File: src/rtl/down_counter_if.sv
// Bundle of the down_counter control inputs and count/BCD outputs.
// master: the side that drives counting/load/load_val/max.
// slave: the counter itself.
interface down_counter_if #(
   parameter int DATA_SIZE = 5
);
   logic                 counting;
   logic                 load;
   logic [DATA_SIZE-1:0] load_val;
   logic [DATA_SIZE-1:0] max;
   logic [DATA_SIZE-1:0] ctr_out;
   logic                 zero;
   logic                 wrap;
   logic [3:0]           bcd_tens;
   logic [3:0]           bcd_ones;
   logic                 bcd_valid;
   logic [1:0]           dbg_state;   // converter FSM state, for checkers

   modport master (
      output counting, load, load_val, max,
      input  ctr_out, zero, wrap, bcd_tens, bcd_ones, bcd_valid, dbg_state
   );

   modport slave (
      input  counting, load, load_val, max,
      output ctr_out, zero, wrap, bcd_tens, bcd_ones, bcd_valid, dbg_state
   );
endinterface

File: src/rtl/down_counter.sv
// Wrap-around down counter stepped by rising edges of a strobe, with
// synchronous preload and a one-bit-per-cycle double-dabble converter
// producing two BCD digits of the current count.
// Handshake: bcd_valid high means bcd_tens/bcd_ones describe ctr_out; any
// accepted load or strobe edge drops bcd_valid until a fresh conversion of
// the new count completes, and the digits hold their old values meanwhile.
module down_counter #(
   parameter int DATA_SIZE = 5
) (
   input logic          clk,
   input logic          rst_n,
   down_counter_if.slave bus
);

   typedef enum logic [1:0] {
      ST_IDLE  = 2'd0,
      ST_SHIFT = 2'd1,
      ST_DONE  = 2'd2
   } state_t;

   logic [DATA_SIZE-1:0] ctr;
   logic [DATA_SIZE-1:0] max_m1;
   logic [DATA_SIZE-1:0] load_eff;
   logic                 max_zero;
   logic                 counting_q;
   logic                 edge_det;
   logic                 update;
   logic                 wrap_q;
   logic                 start_req;

   state_t               state;
   state_t               state_nx;
   logic                 do_latch;
   logic                 do_shift;
   logic                 do_done;

   logic [DATA_SIZE-1:0] sh;
   logic [3:0]           tens;
   logic [3:0]           ones;
   logic [2:0]           bit_cnt;
   logic [3:0]           tens_adj;
   logic [3:0]           ones_adj;
   logic [DATA_SIZE+7:0] shifted;

   logic [3:0]           bcd_tens_q;
   logic [3:0]           bcd_ones_q;
   logic                 bcd_valid_q;

   // max-1 is only consumed when max is non-zero
   assign max_zero = (bus.max == '0);
   assign max_m1   = bus.max - DATA_SIZE'(1);
   assign load_eff = max_zero ? '0 :
                     ((bus.load_val > max_m1) ? max_m1 : bus.load_val);
   assign edge_det = bus.counting & ~counting_q;
   assign update   = bus.load | edge_det;

   // Counter, strobe history and wrap pulse; load beats a strobe edge
   always_ff @(posedge clk or negedge rst_n) begin
      if (!rst_n) begin
         ctr        <= '0;
         wrap_q     <= 1'b0;
         counting_q <= 1'b1;
      end else begin
         counting_q <= bus.counting;
         wrap_q     <= 1'b0;
         if (bus.load) begin
            ctr <= load_eff;
         end else if (edge_det && !max_zero) begin
            if (ctr == '0) begin
               ctr    <= max_m1;
               wrap_q <= 1'b1;
            end else begin
               ctr <= ctr - DATA_SIZE'(1);
            end
         end
      end
   end

   // Pending conversion request, raised by every update, consumed on latch
   always_ff @(posedge clk or negedge rst_n) begin
      if (!rst_n) begin
         start_req <= 1'b0;
      end else if (update) begin
         start_req <= 1'b1;
      end else if (do_latch) begin
         start_req <= 1'b0;
      end
   end

   // Converter state register
   always_ff @(posedge clk or negedge rst_n) begin
      if (!rst_n) begin
         state <= ST_IDLE;
      end else begin
         state <= state_nx;
      end
   end

   // Converter next state; an update aborts any conversion in flight
   always_comb begin
      state_nx = state;
      if (update) begin
         state_nx = ST_IDLE;
      end else begin
         case (state)
            ST_IDLE:  if (start_req) state_nx = ST_SHIFT;
            ST_SHIFT: if (bit_cnt == 3'(DATA_SIZE - 1)) state_nx = ST_DONE;
            ST_DONE:  state_nx = ST_IDLE;
            default:  state_nx = ST_IDLE;
         endcase
      end
   end

   // Converter control strobes, suppressed in a cycle that restarts it
   always_comb begin
      do_latch = (state == ST_IDLE) && start_req && !update;
      do_shift = (state == ST_SHIFT) && !update;
      do_done  = (state == ST_DONE) && !update;
   end

   // Double-dabble step: add 3 to any digit >= 5, then shift left one bit
   always_comb begin
      tens_adj = (tens >= 4'd5) ? tens + 4'd3 : tens;
      ones_adj = (ones >= 4'd5) ? ones + 4'd3 : ones;
      shifted  = {tens_adj, ones_adj, sh} << 1;
   end

   // Converter datapath: binary shift register plus BCD scratch digits
   always_ff @(posedge clk or negedge rst_n) begin
      if (!rst_n) begin
         sh      <= '0;
         tens    <= '0;
         ones    <= '0;
         bit_cnt <= '0;
      end else if (do_latch) begin
         sh      <= ctr;
         tens    <= '0;
         ones    <= '0;
         bit_cnt <= '0;
      end else if (do_shift) begin
         {tens, ones, sh} <= shifted;
         bit_cnt          <= bit_cnt + 3'd1;
      end
   end

   // Presented digits and valid flag; digits only change on a finished conversion
   always_ff @(posedge clk or negedge rst_n) begin
      if (!rst_n) begin
         bcd_tens_q  <= '0;
         bcd_ones_q  <= '0;
         bcd_valid_q <= 1'b1;
      end else if (update) begin
         bcd_valid_q <= 1'b0;
      end else if (do_done) begin
         bcd_tens_q  <= tens;
         bcd_ones_q  <= ones;
         bcd_valid_q <= 1'b1;
      end
   end

   assign bus.ctr_out   = ctr;
   assign bus.zero      = (ctr == '0);
   assign bus.wrap      = wrap_q;
   assign bus.bcd_tens  = bcd_tens_q;
   assign bus.bcd_ones  = bcd_ones_q;
   assign bus.bcd_valid = bcd_valid_q;
   assign bus.dbg_state = state;

endmodule

File: src/flat_wrapper.sv
// flat-port wrapper written by rule: the top's interface ports become plain ports
module down_counter_flat 
#(
   parameter int DATA_SIZE = 5
)
  (clk, rst_n, bus_counting, bus_load, bus_load_val, bus_max, bus_ctr_out, bus_zero, bus_wrap, bus_bcd_tens, bus_bcd_ones, bus_bcd_valid, bus_dbg_state);
  down_counter_if #(.DATA_SIZE(DATA_SIZE)) bus_i ();
  input logic clk;
  input logic rst_n;
  input wire logic [$bits(bus_i.counting)-1:0] bus_counting;
  input wire logic [$bits(bus_i.load)-1:0] bus_load;
  input wire logic [$bits(bus_i.load_val)-1:0] bus_load_val;
  input wire logic [$bits(bus_i.max)-1:0] bus_max;
  output wire logic [$bits(bus_i.ctr_out)-1:0] bus_ctr_out;
  output wire logic [$bits(bus_i.zero)-1:0] bus_zero;
  output wire logic [$bits(bus_i.wrap)-1:0] bus_wrap;
  output wire logic [$bits(bus_i.bcd_tens)-1:0] bus_bcd_tens;
  output wire logic [$bits(bus_i.bcd_ones)-1:0] bus_bcd_ones;
  output wire logic [$bits(bus_i.bcd_valid)-1:0] bus_bcd_valid;
  output wire logic [$bits(bus_i.dbg_state)-1:0] bus_dbg_state;
  assign bus_i.counting = bus_counting;
  assign bus_i.load = bus_load;
  assign bus_i.load_val = bus_load_val;
  assign bus_i.max = bus_max;
  assign bus_ctr_out = bus_i.ctr_out;
  assign bus_zero = bus_i.zero;
  assign bus_wrap = bus_i.wrap;
  assign bus_bcd_tens = bus_i.bcd_tens;
  assign bus_bcd_ones = bus_i.bcd_ones;
  assign bus_bcd_valid = bus_i.bcd_valid;
  assign bus_dbg_state = bus_i.dbg_state;
  down_counter #(.DATA_SIZE(DATA_SIZE)) u_core (.clk(clk), .rst_n(rst_n), .bus(bus_i));
endmodule
File: config.mk
export PLATFORM = sky130hd
export DESIGN_NAME = down_counter_flat
export DESIGN_NICKNAME = d
export VERILOG_FILES = /design/src/rtl/down_counter_if.sv /design/src/rtl/down_counter.sv /design/src/flat_wrapper.sv
export SDC_FILE = /design/constraint.sdc
export NUM_CORES = 1
export LEC_CHECK = 0
export ABC_AREA = 1
export BUFFER_PORTS_ARGS = -buffer_cell sky130_fd_sc_hd__buf_4
export CELL_PAD_IN_SITES_DETAIL_PLACEMENT = 0
export CELL_PAD_IN_SITES_GLOBAL_PLACEMENT = 1
export CORE_MARGIN = 2
export CORE_UTILIZATION = 36
export DETAILED_ROUTE_END_ITERATION = 7
export GPL_TIMING_DRIVEN = 0
export PLACE_DENSITY = 0.8
export REMOVE_ABC_BUFFERS = 1
export SYNTH_ARGS = -nofsm -noshare
export SYNTH_HDL_FRONTEND = slang
export SYNTH_SLANG_ARGS = --single-unit
File: constraint.sdc
create_clock -name clk -period 1.7 [get_ports clk]
set_clock_uncertainty 0.05 [all_clocks]
set_input_delay 0.17 -clock clk [delete_from_list [all_inputs] [get_ports clk]]
set_output_delay 0.17 -clock clk [all_outputs]
set_load 0.01 [all_outputs]
# [Word-level counts from Yosys, hierarchy flattened]
# Index checks and enable logic that the tools add are counted.
[totals] input_bits=14 wordCells=71 output_inout_bits=18 regBits=35
[classes] bitwise_logic=4 muxes=26 order_cmp=3 add_sub_neg=5 n_eq_ne=5 reduce_logical=16
[ops] operator="5-bit two-way mux" count=7
[ops] operator="4-bit two-way mux" count=5
[ops] operator="5-bit zero test" count=2
[ops] operator="5-bit by 1-bit subtractor with 5-bit output (second input constant)" count=2
[ops] operator="3-bit two-way mux" count=3
[ops] operator="4-bit by 3-bit greater-or-equal comparator with 1-bit output (second input constant)" count=2
[ops] operator="2-bit nonzero test" count=4
[ops] operator="1-bit two-way mux" count=7
[ops] operator="2-bit two-way mux" count=3
[ops] operator="3-bit by 1-bit != test with 1-bit output (second input constant)" count=2
[ops] operator="5-bit > comparator" count=1
[ops] operator="1-bit logical AND" count=5
[ops] operator="4-bit by 2-bit adder with 4-bit output (second input constant)" count=1
[ops] operator="2-bit case mux with 2 select lines" count=1
[ops] operator="2-bit AND reduction" count=2
[ops] operator="3-bit by 1-bit adder with 3-bit output (second input constant)" count=1
[ops] operator="3-bit by 2-bit adder with 3-bit output (second input constant)" count=1
[ops] operator="3-bit equality test (second input constant)" count=1
[ops] operator="2-bit by 1-bit equality test with 1-bit output (second input constant)" count=1
[ops] operator="2-bit equality test (second input constant)" count=1
[ops] operator="1-bit zero test" count=2
[ops] operator="2-bit zero test" count=1
[ops] operator="1-bit NOT" count=2
[ops] operator="1-bit bitwise AND" count=1
[ops] operator="1-bit OR" count=1

# [Longest topological paths before layout]
# Gate-level depths: netlist of the first run.
[logic_depth] ltp_word=7 ltp_mapped=15 mapped_depth_nobuf=15

# [Worst setup path after synthesis of the first run]
# OpenSTA, ideal clock, no wires.
[synth_path] path_type="input to register" start="input port bus_max[0]" end="register u_core.ctr[1], in the netlist u_core.bus.ctr_out[1]" arrival_ns=1.561 n_path_buf=0 setup_time_ns=0.073 path_stages=13 slack_ns=0.016 required_ns=1.577 cell_sequence="inv_1 -> ha_1 -> xnor2_1 -> ha_1 -> nand2_1 -> inv_1 -> nand2_1 -> nand2_1 -> nand3_4 -> nand2_4 -> nand2_1 -> nand3_1 -> a21oi_2"
[synth_via] elab_chain_cells=5 elab_cells_between_ends=11 cone_classes="add/sub (1); order compare (1); mux (5); reduce/logical (4)"
[synth_lines] element="start: declaration" line_no="flat_wrapper.sv:13" rtl="input wire logic [$bits(bus_i.max)-1:0] bus_max;"
[synth_lines] element="5-bit by 1-bit subtractor with 5-bit output" line_no="down_counter.sv:51" rtl="assign max_m1 = bus.max - DATA_SIZE'(1);"
[synth_lines] element="5-bit > comparator" line_no="down_counter.sv:53" rtl="((bus.load_val > max_m1) ? max_m1 : bus.load_val);"
[synth_lines] element="5-bit two-way mux" line_no="down_counter.sv:53"
[synth_lines] element="5-bit two-way mux" line_no="down_counter.sv:52" rtl="assign load_eff = max_zero ? '0 :"
[synth_lines] element="5-bit two-way mux" line_no="down_counter.sv:66" rtl="if (bus.load) begin"
[synth_lines] element="end signal: assignment" line_no="down_counter.sv:67" rtl="ctr <= load_eff;"
[synth_lines] element="end signal: assignment" line_no="down_counter.sv:70" rtl="ctr <= max_m1;"
[synth_lines] element="end signal: assignment" line_no="down_counter.sv:73" rtl="ctr <= ctr - DATA_SIZE'(1);"
[synth_lines] element="end: declaration" line_no="down_counter.sv:21" rtl="logic [DATA_SIZE-1:0] ctr;"
# Parallel ways exist; a longest one is shown, timed or not. The select of a mux whose other input is x is not followed.
# A chain may end at the register's enable or synchronous reset.

# [Final worst setup path of the first run]
[layout_path] start="register u_core.ctr[0], in the netlist u_core.bus.ctr_out[0]" end="output port bus_zero"
[layout_via] elab_chain_cells=1
[layout_lines] element="5-bit zero test" line_no="down_counter.sv:162" rtl="assign bus.zero = (ctr == '0);"
[layout_lines] element="end: declaration" line_no="flat_wrapper.sv:15" rtl="output wire logic [$bits(bus_i.zero)-1:0] bus_zero;"
# No other way between the ends.

==> results.json, run 1 <==
{
  "fp.dieW_um": 81.41,
  "route.vias.total": 1703,
  "antenna_cells": 0,
  "irDropWorstVdd_mv": 0.4095,
  "grt_busiest_layer": "met2",
  "cp_slowest_stage_delay_ns": 0.42,
  "netlist_instances": 244,
  "min_path_type": "primary input to flip-flop",
  "ys_warn_count": 0,
  "first_pass_iters": 4,
  "coreArea_um2": 5851,
  "antenna_left": 0,
  "overflow": 0,
  "layout_setup_ws_ns": 0.1024,
  "grt_max_degree": 36,
  "fill_cells": 580,
  "yosysSeqAreaShare": 0.4072,
  "drive_above_1_share": 0.3090,
  "cts.clk_slew.worst_paths_ns": 0.07,
  "fin_util": 0.4504,
  "clock_sinks": 35,
  "post-route-period-util": 0.9397,
  "ios": 32,
  "worstReg2RegStart": "u_core.counting_q",
  "worstPathArrival_ns": 1.38,
  "die_y_um": 81.41,
  "cts_max_level": 2,
  "rrSetupSlack_ns": 0.14,
  "final.setup.tns_ns": 0,
  "cp.buffers_inverters": 3,
  "synth-seq-cells": 35,
  "hp-start": "bus_load",
  "grt_util_met2": 0.2320,
  "yosysUniqueCellTypes": 36,
  "grtUsageTotal": 0.1434,
  "rows": 28,
  "die-area_um2": 6627,
  "crit_top_cell": "inv_2",
  "crit_path_end_kind": "primary output",
  "cp.required_ns": 1.48,
  "use_met3": 0.03667,
  "met1_usage": 0.1833,
  "final_max_slew_viol_count": 0,
  "port_buffers": 31,
  "critical-path-top-delay-family": "flip-flops",
  "syn_to_final_growth_pct": 22.16,
  "layout.nets": 313,
  "grt_antenna_before_repair": 0,
  "fin_crit_ns": 1.598,
  "rsz0062_at_grt": "false",
  "dp_hpwl_um": 3159,
  "setup_violations": 0,
  "worstMarginPinSlew_ns": 0.4464,
  "post_drt_wl_per_cell_um": 11.69,
  "power_density_nw_per_um2": 906.2,
  "maxCapViolations": 0,
  "worstHoldEndpoint": "u_core.start_req",
  "crit_fanout": 7,
  "maxSlewHeadroom": 0.7024,
  "crit_chain": "inv_2 > ha_2 > nand3_4 > inv_2 > buf_4",
  "routed_wl_um": 4245,
  "final-hold-violation-count": 0,
  "clkLatencyLatePin_ns": 0.29,
  "drc": 0,
  "drtIter0Drc": 51,
  "cts_buffer_depth": 2,
  "post_drt_via_cell_ratio": 4.691,
  "p_total_w": 0.002388,
  "start_kind": "flip-flop",
  "path_class": "flip-flop to primary output",
  "rr_worst_depth": 7,
  "grt_pass1_vias": 1615,
  "fmax_mhz": 626.0,
  "leakage_nw": 1.272,
  "numCtsBuffers": 5,
  "tritoncts": "yes",
  "critPathSlowestCell": "dfrtp_1",
  "hold_ws_ns": 0.1311,
  "syn_avg_cell_area_um2": 8.840,
  "place.gp.congestion": 0.7445,
  "initial_core_util": 0.3687,
  "syn_area_um2": 2157,
  "cts.root.buffer_cell": "clkbuf_8",
  "pre_cts_ws_ns": -0.4130,
  "status": "complete, no violations",
  "worstReg2RegEnd": "u_core.ones[2]",
  "hold_depth": 3,
  "grt_pass1_wl_um": 7251
}
## worst reg2reg max path, stage by stage, from the launching register on
cell,delay (ns)
dfstp_2,0.52
inv_1,0.07
a21oi_4,0.23
nand3_4,0.18
buf_4,0.21
a21oi_1,0.10
o21ai_1,0.08
o21ai_2,0.05
## cell usage in the layout (no fill, tap or decap), drive strengths merged
cell type and n:
dfstp 2, xor2 4, o221ai 5, a211oi 1
clkbuf 6, dlygate4sd3 2, inv 45, nor2 17
o22ai 6, clkinv 2, a21oi 12, nor3 2
dfrtp 33, o2111ai 1, nand2 49, nand3b 1
buf 37, clkinvlp 2, o21ai 26, nand3 22
ha 12, xnor2 1
## kinds of logic after synthesis
group / Yosys count / share of synthesized area
buffers and inverters: 50 / 0.1027
XOR/XNOR: 5 / 0.02030
AND/OR/NAND/NOR: 91 / 0.2320
flip-flops: 35 / 0.4072
AO/OA/AOI/OAI: 51 / 0.1682
adder cells (fa/ha/maj): 12 / 0.06960
## layout make-up
cell class                 instances  area, um2  share of cell area
clock buffer                       6      72.57             0.02754
clock inverter                     2      12.51            0.004748
inverter                          47      188.9             0.07170
multi-input combinational        159       1091              0.4141
sequential                        35      878.3              0.3333
tap                               75      93.84             0.03561
timing repair buffer              39      297.8              0.1130
## cell usage after synthesis
library cell | number | area [um2]
nor3_1 | 1 | 5.000
buf_12 | 1 | 20.02
nand3_1 | 15 | 75.07
inv_6 | 1 | 8.760
clkinv_2 | 1 | 5.000
inv_1 | 40 | 150.1
nand2_2 | 3 | 18.77
a21oi_2 | 3 | 26.28
a21oi_1 | 8 | 40.04
nor2_1 | 14 | 52.55
nand2_1 | 44 | 165.2
nand2_4 | 1 | 11.26
buf_2 | 1 | 5.000
ha_1 | 12 | 150.1
o221ai_1 | 5 | 43.79
nand3b_1 | 1 | 7.510
a21oi_4 | 1 | 16.27
dfrtp_1 | 33 | 825.8
nor2_4 | 2 | 22.52
o22ai_2 | 6 | 75.07
nor3_2 | 1 | 10.01
o21ai_1 | 15 | 75.07
o2111ai_1 | 1 | 8.760
nand3_4 | 3 | 52.55
xnor2_1 | 1 | 8.760
o21ai_2 | 4 | 35.03
nor2_8 | 1 | 20.02
nand3_2 | 4 | 40.04
a211oi_1 | 1 | 7.510
inv_4 | 1 | 6.260
dfstp_2 | 2 | 52.55
inv_2 | 4 | 15.01
xor2_1 | 4 | 35.03
buf_6 | 1 | 11.26
nand2_8 | 1 | 20.02
o21ai_0 | 7 | 35.03
## worst max path at each step
stage,from,to,slack (ns),depth (start not counted)
3_3_place_gp,bus_max[0],u_core.bus.ctr_out[1],-0.39,14
3_5_place_dp,bus_max[0],u_core.bus.ctr_out[1],-0.41,14
2_1_floorplan,bus_max[0],u_core.bus.ctr_out[1],0.02,13
6_report,u_core.bus.ctr_out[0],bus_zero,0.10,5
5_1_grt,bus_max[0],u_core.bus.ctr_out[1],0.009,14
4_1_cts,u_core.bus.ctr_out[0],bus_zero,0.0009,5
## flip-flops by register name, summed over array words and instances, names as in the netlist
signal	count
u_core.sh	5
u_core.bit_cnt	3
u_core.bus.bcd_valid	1
u_core.bus.bcd_ones	4
u_core.ones	4
u_core.tens	4
u_core.bus.bcd_tens	4
u_core.counting_q	1
u_core.bus.ctr_out	5
u_core.bus.wrap	1
u_core.bus.dbg_state	2
u_core.start_req	1
## metrics by stage
stage	std cells	cell area, um2
finish	363	2635
global route	363	2635
CTS	357	2562
detailed placement	347	2447
global placement	347	2447
floorplan	241	2121
## where the power goes
part / switching [W] / internal [W]
Clock: 0.000302 / 0.000286
Sequential: 0.0000947 / 0.000956
Combinational: 0.000434 / 0.000315
Total: 0.000831 / 0.00156
## per-layer routing
| metal | wire [um] | up-vias |
|---|---|---|
| li1 | - | 889 |
| met1 | 2047 | 780 |
| met2 | 1990 | 25 |
| met3 | 128 | 9 |
| met4 | 78 | 0 |
| met5 | 0 | - |
## timing repair
item / CTS / global route
gates resized for setup: 2 / 7
endpoints found under the setup margin: 4 / 16
pin swaps: 0 / 2
hold buffers: 2 / 0
hold endpoints to repair: 34 / 0
buffers inserted: 0 / 6
Power figures use the tool's default switching activity.
==> run 2: changes to the inputs <==
CORE_ASPECT_RATIO = 0.75   (was default)
==> run 2 against run 1 <==
  * Global-route usage is 0.48 points higher
  * Fmax is 2.7% lower
  * Combinational power is 3.9% higher
  * Power is 4.5% higher
  * Register-to-register slack worse by 0.06 ns
  * Core utilization is 1.4 points higher
  * Cell area is 2.0% higher
  * Clock-buffer cell count is 2 higher
  * Via count is 0.65% lower
  * Worst setup slack worse by 0.044 ns
  * Critical path type unchanged
  * Largest power group unchanged
==> results.json, run 2 (synthesis gave the netlist of run 1 again) <==
{
  "dp_hpwl_um": 3258,
  "routed_wl_um": 4391,
  "critPathLaunch": "u_core.bus.ctr_out[0]",
  "cts_buffer_depth": 2,
  "drive_above_1_share": 0.3149,
  "die_y_um": 71.04,
  "drc": 0,
  "fmax_mhz": 609.3,
  "grt_antenna_before_repair": 0,
  "first_pass_iters": 4,
  "place.gp.congestion": 0.8066,
  "rows": 24,
  "maxSlewHeadroom": 0.7053,
  "setup_violations": 0,
  "final_max_slew_viol_count": 0,
  "finalNonFillerCells": 367,
  "power_density_nw_per_um2": 928.4,
  "grt_pass1_vias": 1695,
  "grt_max_degree": 36,
  "numCtsBuffers": 5,
  "drtIter0Drc": 99,
  "grtUsageTotal": 0.1482,
  "overflow": 0,
  "fp.dieW_um": 93.38,
  "layout.nets": 314,
  "path_class": "flip-flop to primary output",
  "mostFrequentLayoutCells": "nand2_1 (44), inv_1 (37), buf_4 (36), dfrtp_1 (33), o21ai_1 (16)",
  "initial_core_util": 0.3722,
  "min_path_type": "primary input to flip-flop",
  "cts.clk_slew.worst_paths_ns": 0.06,
  "fin_util": 0.4639,
  "worstPathArrival_ns": 1.42,
  "status": "complete, no violations",
  "tritoncts": "yes",
  "antenna_left": 0,
  "layout_commonest_cell": "nand2_1",
  "antenna_cells": 0,
  "post-route-period-util": 0.9655,
  "port_buffers": 31,
  "clkLatencyLatePin_ns": 0.29,
  "ios": 32,
  "place_inst": 350,
  "final-hold-violation-count": 0,
  "start_kind": "flip-flop",
  "rsz0062_at_grt": "true",
  "grt_pass1_wl_um": 7783,
  "fin_crit_ns": 1.641,
  "route.vias.total": 1692,
  "worstMarginPinSlew_ns": 0.4421,
  "maxCapViolations": 0,
  "cts.root.buffer_cell": "clkbuf_8",
  "leakage_nw": 1.297,
  "post_drt_wl_per_cell_um": 11.96,
  "coreArea_um2": 5796,
  "post_drt_via_cell_ratio": 4.610,
  "die-area_um2": 6633,
  "clock_sinks": 35,
  "irDropWorstVdd_mv": 0.2624,
  "cp.required_ns": 1.48,
  "syn_to_final_growth_pct": 24.65,
  "crit_fanout": 7,
  "hp-start": "bus_max[0]",
  "worstReg2RegStart": "u_core.counting_q",
  "cts_max_level": 2,
  "crit_path_end_kind": "primary output"
}
## run 2: changes by cell type in the layout (fill, tap and decap cells not counted), sizes merged
cell      before  now
clkbuf         6    8
buf           37   38
clkinv         2    1
clkinvlp       2    1
## run 2: timing repair
| item | CTS | global route |
|---|---|---|
| endpoints found under the hold margin | 34 | 0 |
| setup buffers | 3 | 4 |
| endpoints found under the setup margin | 6 | 9 |
| resized for setup | 2 | 8 |
| pin swaps | 1 | 4 |
| hold buffers | 2 | 0 |
## run 2: power breakdown
group          leakage (nW)  switching, W  total, W  internal (W)
Combinational         0.790      0.000449  0.000778      0.000329
Sequential            0.456     0.0000933   0.00105      0.000956
Clock                0.0515      0.000299  0.000669      0.000370
Total                  1.30      0.000842   0.00250       0.00165
## run 2: path summary, 6_finish.rpt
check,end,slack (ns),cells past startpoint
worst max-delay path,bus_zero,0.06,5
worst min-delay path,u_core.bus.ctr_out[0],0.14,4
worst max register to register,u_core.sh[4],0.08,8
worst min register to register,u_core.bus.bcd_ones[3],0.44,2
max in group asynchronous,u_core.bus.bcd_valid,0.95,2
min in group asynchronous,u_core.bus.bcd_ones[1],0.31,2
## run 2: area by class of cell
type,count,area (um2)
Multi-Input combinational cell,159,1094
Inverter,47,188.9
Sequential cell,35,878.3
Timing Repair Buffer,40,330.3
Fill cell,575,3107
Tap cell,78,97.59
Clock buffer,8,100.1
## run 2: layer usage
metal  part of all wire  track usage  vias to the layer above
li1                   -            -                      885
met1               0.52       0.2159                      769
met2               0.42       0.2150                       35
met3              0.050      0.04047                        3
met4             0.0082      0.04412                        0
met5                  0            0                        -
## run 2: through the flow
step	total power [W]	hold slack (ns)	worst slack [ns]	setup TNS [ns]	area, um2
after floorplan	0.001568	-0.1756	0.01570	0	2121
after detailed placement	0.001792	0.09689	-0.3372	-1.333	2451
after CTS	0.002493	0.1080	0.002719	0	2611
after global routing	0.002684	0.1642	-0.01600	-0.03497	2689
final	0.002496	0.1413	0.05873	0	2689
after global placement	0.001772	0.1004	-0.3473	-1.346	2451
## run 2: critical path, stage by stage, from the launching register on
cell and delay (ns):
dfrtp_1 0.43, inv_2 0.11, ha_2 0.23, nand3_4 0.12, inv_2 0.11, buf_4 0.12
